### config.mk
export PLATFORM = sky130hd
export DESIGN_NAME = microsequencer
export DESIGN_NICKNAME = d
export VERILOG_FILES = /design/src/rtl/microsequencer_pkg.sv /design/src/rtl/microsequencer_mem_wait_timer.sv /design/src/rtl/microsequencer.sv
export SDC_FILE = /design/constraint.sdc
export NUM_CORES = 1
export LEC_CHECK = 0
export ABC_AREA = 1
export ABC_CLOCK_PERIOD_IN_PS = 2550
export CORE_UTILIZATION = 48
export DETAILED_ROUTE_END_ITERATION = 6
export PLACE_DENSITY = 0.83
export RECOVER_POWER = 50
export SLEW_MARGIN = 0
export SYNTH_ARGS = -nofsm -noshare
export SYNTH_HDL_FRONTEND = slang
export SYNTH_SLANG_ARGS = --single-unit
### constraint.sdc
create_clock -name clk -period 2.55 [get_ports clk]
set_clock_uncertainty 0.2 [all_clocks]
set_input_delay 0.6375 -clock clk [delete_from_list [all_inputs] [get_ports clk]]
set_output_delay 0.6375 -clock clk [all_outputs]
set_load 0.05 [all_outputs]
### src/rtl/microsequencer_pkg.sv
// Shared control-unit constants: microstate width, well-known microstates and
// the next-state select encodings used by microinstructions and the encoder.
package microsequencer_pkg;

  localparam int CTL_STATE_W = 7;
  localparam logic [CTL_STATE_W-1:0] CTL_FETCH_STATE = 7'd1;
  localparam logic [CTL_STATE_W-1:0] CTL_RESET_STATE = 7'd0;

  typedef enum logic [1:0] {
    NSEL_INC      = 2'b00,
    NSEL_DISPATCH = 2'b01,
    NSEL_BRANCH   = 2'b10,
    NSEL_FETCH    = 2'b11
  } nsel_e;

endpackage

### src/rtl/microsequencer_mem_wait_timer.sv
// Counts consecutive memory-wait cycles and flags the cycle whose increment
// reaches MEM_TIMEOUT; the counter restarts on that cycle or whenever cleared.
module mem_wait_timer #(
  parameter int MEM_TIMEOUT = 15
) (
  input  logic clk,
  input  logic reset_n,
  input  logic clear_i,
  input  logic enable_i,
  output logic timeout_o
);

  localparam int CNT_W = $clog2(MEM_TIMEOUT + 1);

  logic [CNT_W-1:0] cnt_q;
  logic [CNT_W-1:0] cnt_d;
  logic             hit;

  assign hit       = enable_i && !clear_i && ((cnt_q + CNT_W'(1)) == CNT_W'(MEM_TIMEOUT));
  assign timeout_o = hit;

  always_comb begin
    cnt_d = cnt_q;
    if (clear_i || hit) begin
      cnt_d = '0;
    end else if (enable_i) begin
      cnt_d = cnt_q + CNT_W'(1);
    end
  end

  always_ff @(posedge clk or negedge reset_n) begin
    if (!reset_n) begin
      cnt_q <= '0;
    end else begin
      cnt_q <= cnt_d;
    end
  end

endmodule

### src/rtl/microsequencer.sv
// Microstate next-state engine: increment / dispatch / branch / fetch-return
// selection with MFC stalls, a memory-wait watchdog and undefined-opcode trap.
module microsequencer
  import microsequencer_pkg::*;
#(
  parameter int                   STATE_W     = CTL_STATE_W,
  parameter logic [STATE_W-1:0]   FETCH_STATE = CTL_FETCH_STATE,
  parameter logic [STATE_W-1:0]   RESET_STATE = CTL_RESET_STATE,
  parameter int                   MEM_TIMEOUT = 15
) (
  input  logic               clk,
  input  logic               reset_n,
  input  logic [STATE_W-1:0] enc_state_in,
  input  logic [1:0]         ctl_nsel,
  input  logic [STATE_W-1:0] ctl_target,
  input  logic               ctl_cond_en,
  input  logic               cond_true,
  input  logic               ctl_mem_wait,
  input  logic               mfc,
  output logic [STATE_W-1:0] state_out,
  output logic               invalid_op,
  output logic               mem_err
);

  logic [STATE_W-1:0] state_q, state_d;
  logic               invalid_q, invalid_d;
  logic               mem_err_q, mem_err_d;
  logic               stall;
  logic               timeout;
  logic               branch_taken;
  logic [STATE_W-1:0] state_inc;

  // MFC in the same cycle as the wait request cancels the stall outright.
  assign stall        = ctl_mem_wait && !mfc;
  assign branch_taken = !ctl_cond_en || cond_true;
  assign state_inc    = state_q + STATE_W'(1);

  mem_wait_timer #(
    .MEM_TIMEOUT(MEM_TIMEOUT)
  ) u_timer (
    .clk      (clk),
    .reset_n  (reset_n),
    .clear_i  (!stall),
    .enable_i (stall),
    .timeout_o(timeout)
  );

  always_ff @(posedge clk or negedge reset_n) begin
    if (!reset_n) begin
      state_q   <= RESET_STATE;
      invalid_q <= 1'b0;
      mem_err_q <= 1'b0;
    end else begin
      state_q   <= state_d;
      invalid_q <= invalid_d;
      mem_err_q <= mem_err_d;
    end
  end

  always_comb begin
    state_d   = state_q;
    invalid_d = 1'b0;
    mem_err_d = 1'b0;
    if (stall) begin
      if (timeout) begin
        state_d   = FETCH_STATE;
        mem_err_d = 1'b1;
      end
    end else begin
      unique case (nsel_e'(ctl_nsel))
        NSEL_INC: state_d = state_inc;
        NSEL_DISPATCH: begin
          if (enc_state_in != '0) begin
            state_d = enc_state_in;
          end else begin
            state_d   = FETCH_STATE;
            invalid_d = 1'b1;
          end
        end
        NSEL_BRANCH: state_d = branch_taken ? ctl_target : state_inc;
        NSEL_FETCH:  state_d = FETCH_STATE;
        default:     state_d = FETCH_STATE;
      endcase
    end
  end

  // All outputs come straight from registers.
  always_comb begin
    state_out  = state_q;
    invalid_op = invalid_q;
    mem_err    = mem_err_q;
  end

endmodule

**Yosys cells after proc, flatten, opt, wreduce, memory -nomap -nowiden**

Cells that the tools add are included.

- Register bits after elaboration: 13
- Input port bits: 22
- Output and inout bits: 9
- Word-level logic and storage cells: 33

- Add/sub/neg operators: 2
- Equal/unequal tests: 5
- Mux-type cells: 12
- Reductions and logical operators: 10

Operators with widths:

| cell | count |
|---|---|
| $mux W7 | 4 |
| $pmux W7 S4 | 1 |
| $mux W4 | 2 |
| $add A7 B1 Y7 const B | 1 |
| $reduce_bool A7 Y1 | 1 |
| $mux W1 | 5 |
| $add A4 B1 Y4 const B | 1 |
| $eq A2 B2 Y1 const B | 2 |
| $eq A4 B4 Y1 const B | 1 |
| $logic_not A1 Y1 | 3 |
| $eq A2 B1 Y1 const B | 1 |
| $logic_and A1 B1 Y1 | 2 |
| $logic_not A2 Y1 | 1 |
| $logic_or A1 B1 Y1 | 2 |
| $ne A2 B1 Y1 const B | 1 |
| $reduce_bool A2 Y1 | 1 |

**Logic depth before layout (Yosys ltp)**

- Word-level depth: 5
- Mapped depth: 9
- Gate-level depth less buffers: 9

**By module**

A second synthesis with hierarchy kept.

- Cells, all modules: 158
- Area, all modules: 1037.2 µm²

Modules (own cells, without submodules):

| module | times used | cells an instance | area an instance (µm²) | seq. area each (µm²) |
|---|---|---|---|---|
| microsequencer | 1 | 120 | 739.5 | 225.2 |
| mem_wait_timer | 1 | 38 | 297.8 | 100.1 |

**Worst setup path after synthesis**

Ideal clock, no wire load.

- Path type: register -> register
- From: reg state_q[0], in the netlist state_out[0]
- To: reg state_q[6], in the netlist state_out[6]
- Setup time: 0.118 ns
- Arrival time: 1.425 ns
- Required time: 2.232 ns
- Slack: 0.807 ns
- Stages on the path, launching flop included: 9
- Path buffers: 0
- Clock period less this slack: 1.743 ns
- Cells stage by stage: dfrtp_1 ha_1 nand2_1 o21bai_1 nand3_1 nand2_1 nand2_1 nand2_1 nand2_1

- Word-level cells in the longest chain between the ends: 4

RTL lines:

| item | RTL line | RTL |
|---|---|---|
| from (decl) | microsequencer.sv:25 | `logic [STATE_W-1:0] state_q, state_d;` |
| from (signal assigned) | microsequencer.sv:54 | `state_q <= state_d;` |
| $add A7 B1 Y7 (*) | microsequencer.sv:36 | `assign state_inc = state_q + STATE_W'(1);` |
| $mux W7 | microsequencer.sv:80 | `NSEL_BRANCH: state_d = branch_taken ? ctl_target : state_inc;` |
| $pmux W7 S4 (*) | microsequencer.sv:70 | `unique case (nsel_e'(ctl_nsel))` |
| $mux W7 (*) | microsequencer.sv:64 | `if (stall) begin` |

Every way passes the cells marked *; elsewhere a longest branch is shown, timed or not.
A chain may end at the register's enable or synchronous reset.

**Worst setup path in the final report**

- From: reg state_q[3], in the netlist state_out[3]
- To: out state_out[3]

RTL lines:

| item | RTL line | RTL |
|---|---|---|
| to (decl) | microsequencer.sv:20 | `output logic [STATE_W-1:0] state_out,` |

No word-level cell between the ends.

==> load_flow_metrics.sql <==
INSERT INTO impl_metrics (metric_group, metric, value, unit) VALUES
('timing', 'period_utilization_post_route', '95.28', '%'),
('synthesis', 'netlist_area', '925.9', 'um2'),
('final_layout', 'layout.nets', '195', ''),
('final_layout', 'area_growth_syn_to_layout', '37.30', '%'),
('setup_path', 'critical_path.reg2reg.endpoint', 'u_timer.cnt_q[2]', ''),
('setup_path', 'worst_path_max_delay_cell', 'clkdlybuf4s50_1', ''),
('floorplan', 'chipWidth', '45.92', 'um'),
('route', 'routed_wirelength', '1988', 'um'),
('synthesis', 'syn_avg_cell_area', '6.858', 'um2'),
('setup_path', 'timing.critical_path.required', '1.71', 'ns'),
('run_status', 'run_status', 'finished clean', ''),
('cts', 'tritoncts_clock_tree', 'done', ''),
('cts', 'clk_root_buffer_cell', 'clkbuf_4', ''),
('floorplan', 'initial_core_util', '52.48', '%'),
('job', 'max-cap-violations', '0', ''),
('placed_design', 'gp_congestion', '0.8422', ''),
('power_and_ir_drop', 'ir_drop', '0.4330', 'mV'),
('power_and_ir_drop', 'fin_total_pwr', '0.0005898', 'W'),
('timing', 'setup_viol', '0', ''),
('timing', 'max_freq', '411.6', 'MHz'),
('cts', 'worstSkewPairLatency', '0.28', 'ns'),
('synthesis', 'ys_dominant_reg_cell', 'dfrtp_1', ''),
('final_layout', 'share_of_post_route_cells_with_drive_strength_above_1', '5.325', '%'),
('synthesis', 'post_synthesis_net_count', '160', ''),
('setup_path', 'crit_path_end_kind', 'primary output', ''),
('route', 'drt-pass1-iter-count', '4', ''),
('synthesis', 'synth_top_area_share', '35.14', '%'),
('route', 'wl_met2', '957', 'um'),
('synthesis', 'synth_area_leader', 'dfrtp_1', ''),
('min_path', 'timing.hold.worst_path_depth', '1', ''),
('synthesis', 'synth_cells', '135', ''),
('route', 'top_layer_used', 'met4', ''),
('placed_design', 'port_buffers', '30', ''),
('setup_path', 'crit_chain', 'clkdlybuf4s50_1', ''),
('synthesis', 'netlist-cell-type-count', '24', ''),
('synthesis', 'number_of_enable_type_register_cells_in_the_synthesized_netlist', '0', ''),
('timing', 'slew_headroom', '62.60', '%'),
('setup_path', 'startpoint_type', 'flip-flop', ''),
('placed_design', 'dp_cell_count', '190', ''),
('timing', 'timing.setup.tns', '0', 'ns'),
('timing', 'slew_violations', '0', ''),
('route', 'dr.first_iter.drc_count', '26', ''),
('cts', 'cts_setup_buffers', '0', ''),
('setup_path', 'reg2reg_depth', '7', ''),
('final_layout', 'insertedDiodeCount', '0', ''),
('synthesis', 'yosys_warnings', '0', ''),
('global_route', 'first_global_vias', '822', ''),
('power_and_ir_drop', 'power_per_cell_area', '464.0', 'nW/um2'),
('global_route', 'grt_remaining_overflow', '0', ''),
('global_route', 'grt_max_degree', '14', ''),
('synthesis', 'synth_sequential_area_ratio', '35.14', '%'),
('setup_path', 'cp-startpoint', 'state_out[3]', ''),
('cts', 'hold_buffers', '0', ''),
('final_layout', 'layout.filler_cells', '166', ''),
('cts', 'cts_max_path_buffers', '2', ''),
('min_path', 'worst_hold_path_type', 'reg2reg', ''),
('synthesis', 'yosysMostFrequentCell', 'nand2_1', ''),
('timing', 'hold_viol', '0', ''),
('cts', 'worst_setup_hold_path_clk_slew', '0.07', 'ns'),
('setup_path', 'timing.reg2reg.setup_slack', '0.72', 'ns'),
('cts', 'ctsHtreeMaxLevel', '1', ''),
('setup_path', 'timing.critical_path.arrival', '1.59', 'ns'),
('floorplan', 'core.rowCount', '15', ''),
('setup_path', 'worst_path_dominant_cell_family', 'buffers and inverters', ''),
('cts', 'post_cts_resize_count', '0', ''),
('min_path', 'timing.hold.worst_endpoint', 'u_timer.cnt_q[0]', ''),
('global_route', 'grt_util_all_layers', '22.36', '%'),
('synthesis', 'postSynth.asyncResetShare', '100.0', '%'),
('route', 'drc', '0', ''),
('global_route', 'grt_pass1_wl', '3360', 'um'),
('route', 'vias', '961', '');
layout make-up:
class,count,area [um2],share of cell area [%]
multi-input cells,101,509.2,40.06
flip-flops and latches,13,325.3,25.59
repair buffers,31,304.0,23.92
inverters,20,75.07,5.906
well taps,25,31.28,2.461
clock buffers,4,26.28,2.067
where the power goes:
part | internal (W) | switching (W)
Combinational | 0.0000908 | 0.000126
Sequential | 0.000223 | 0.0000256
Clock | 0.0000608 | 0.0000630
Total | 0.000375 | 0.000215
how the worst max path moves through the flow:
stage | to | slack, ns | cells after the start
floorplan | state_out[6] | 0.81 | 8
global placement | state_out[5] | 0.33 | 9
detailed placement | state_out[5] | 0.34 | 9
CTS | state_out[3] | 0.11 | 1
global route | state_out[3] | 0.06 | 1
finish | state_out[3] | 0.12 | 1
sequential cells by signal (all words and copies together) (netlist names):
name           cells
state_out          7
mem_err            1
invalid_op         1
u_timer.cnt_q      4
placed cells by master (no fill, tap or decap):
| cell | count |
|---|---|
| nand3_2 | 1 |
| a21o_1 | 1 |
| dfrtp_1 | 13 |
| xnor2_1 | 3 |
| clkbuf_4 | 3 |
| o21ai_0 | 6 |
| o21ai_1 | 1 |
| inv_1 | 19 |
| dlygate4sd3_1 | 2 |
| xor2_1 | 1 |
| nor2_2 | 1 |
| nand3b_1 | 1 |
| inv_2 | 1 |
| nor2_4 | 1 |
| clkdlybuf4s50_1 | 28 |
| a21oi_1 | 3 |
| ha_1 | 3 |
| o21bai_1 | 1 |
| nand3_1 | 20 |
| nor2_1 | 17 |
| nand2_1 | 35 |
| clkbuf_1 | 2 |
| nor3_1 | 2 |
| o21ai_2 | 2 |
| or2_1 | 1 |
| o21a_1 | 1 |
metal layers:
layer  up-vias  track usage [%]
met5         -                0
met4         0            7.059
met3         4            7.143
met2        23            35.49
met1       437            28.61
li1        497                -
per-stage QoR:
stage	hold WS, ns	worst slack (ns)	area [um2]	utilization (%)
after floorplan	0.1419	0.8069	925.9	-
after global placement	0.2889	0.3266	1254	71.06
after detailed placement	0.3166	0.3425	1254	71.06
after CTS	0.3268	0.1121	1280	72.55
after global routing	0.3506	0.05775	1271	72.06
final	0.3216	0.1204	1271	72.06
kinds of logic after synthesis:
kind of cell	Yosys count	synth area share, %
XOR/XNOR	4	3.784
AND/OR/NAND/NOR	79	37.97
buffers and inverters	21	9.324
adder cells (fa/ha/maj)	3	4.054
AO/OA/AOI/OAI	15	9.730
flip-flops	13	35.13
(Power assumes the default switching activity.)
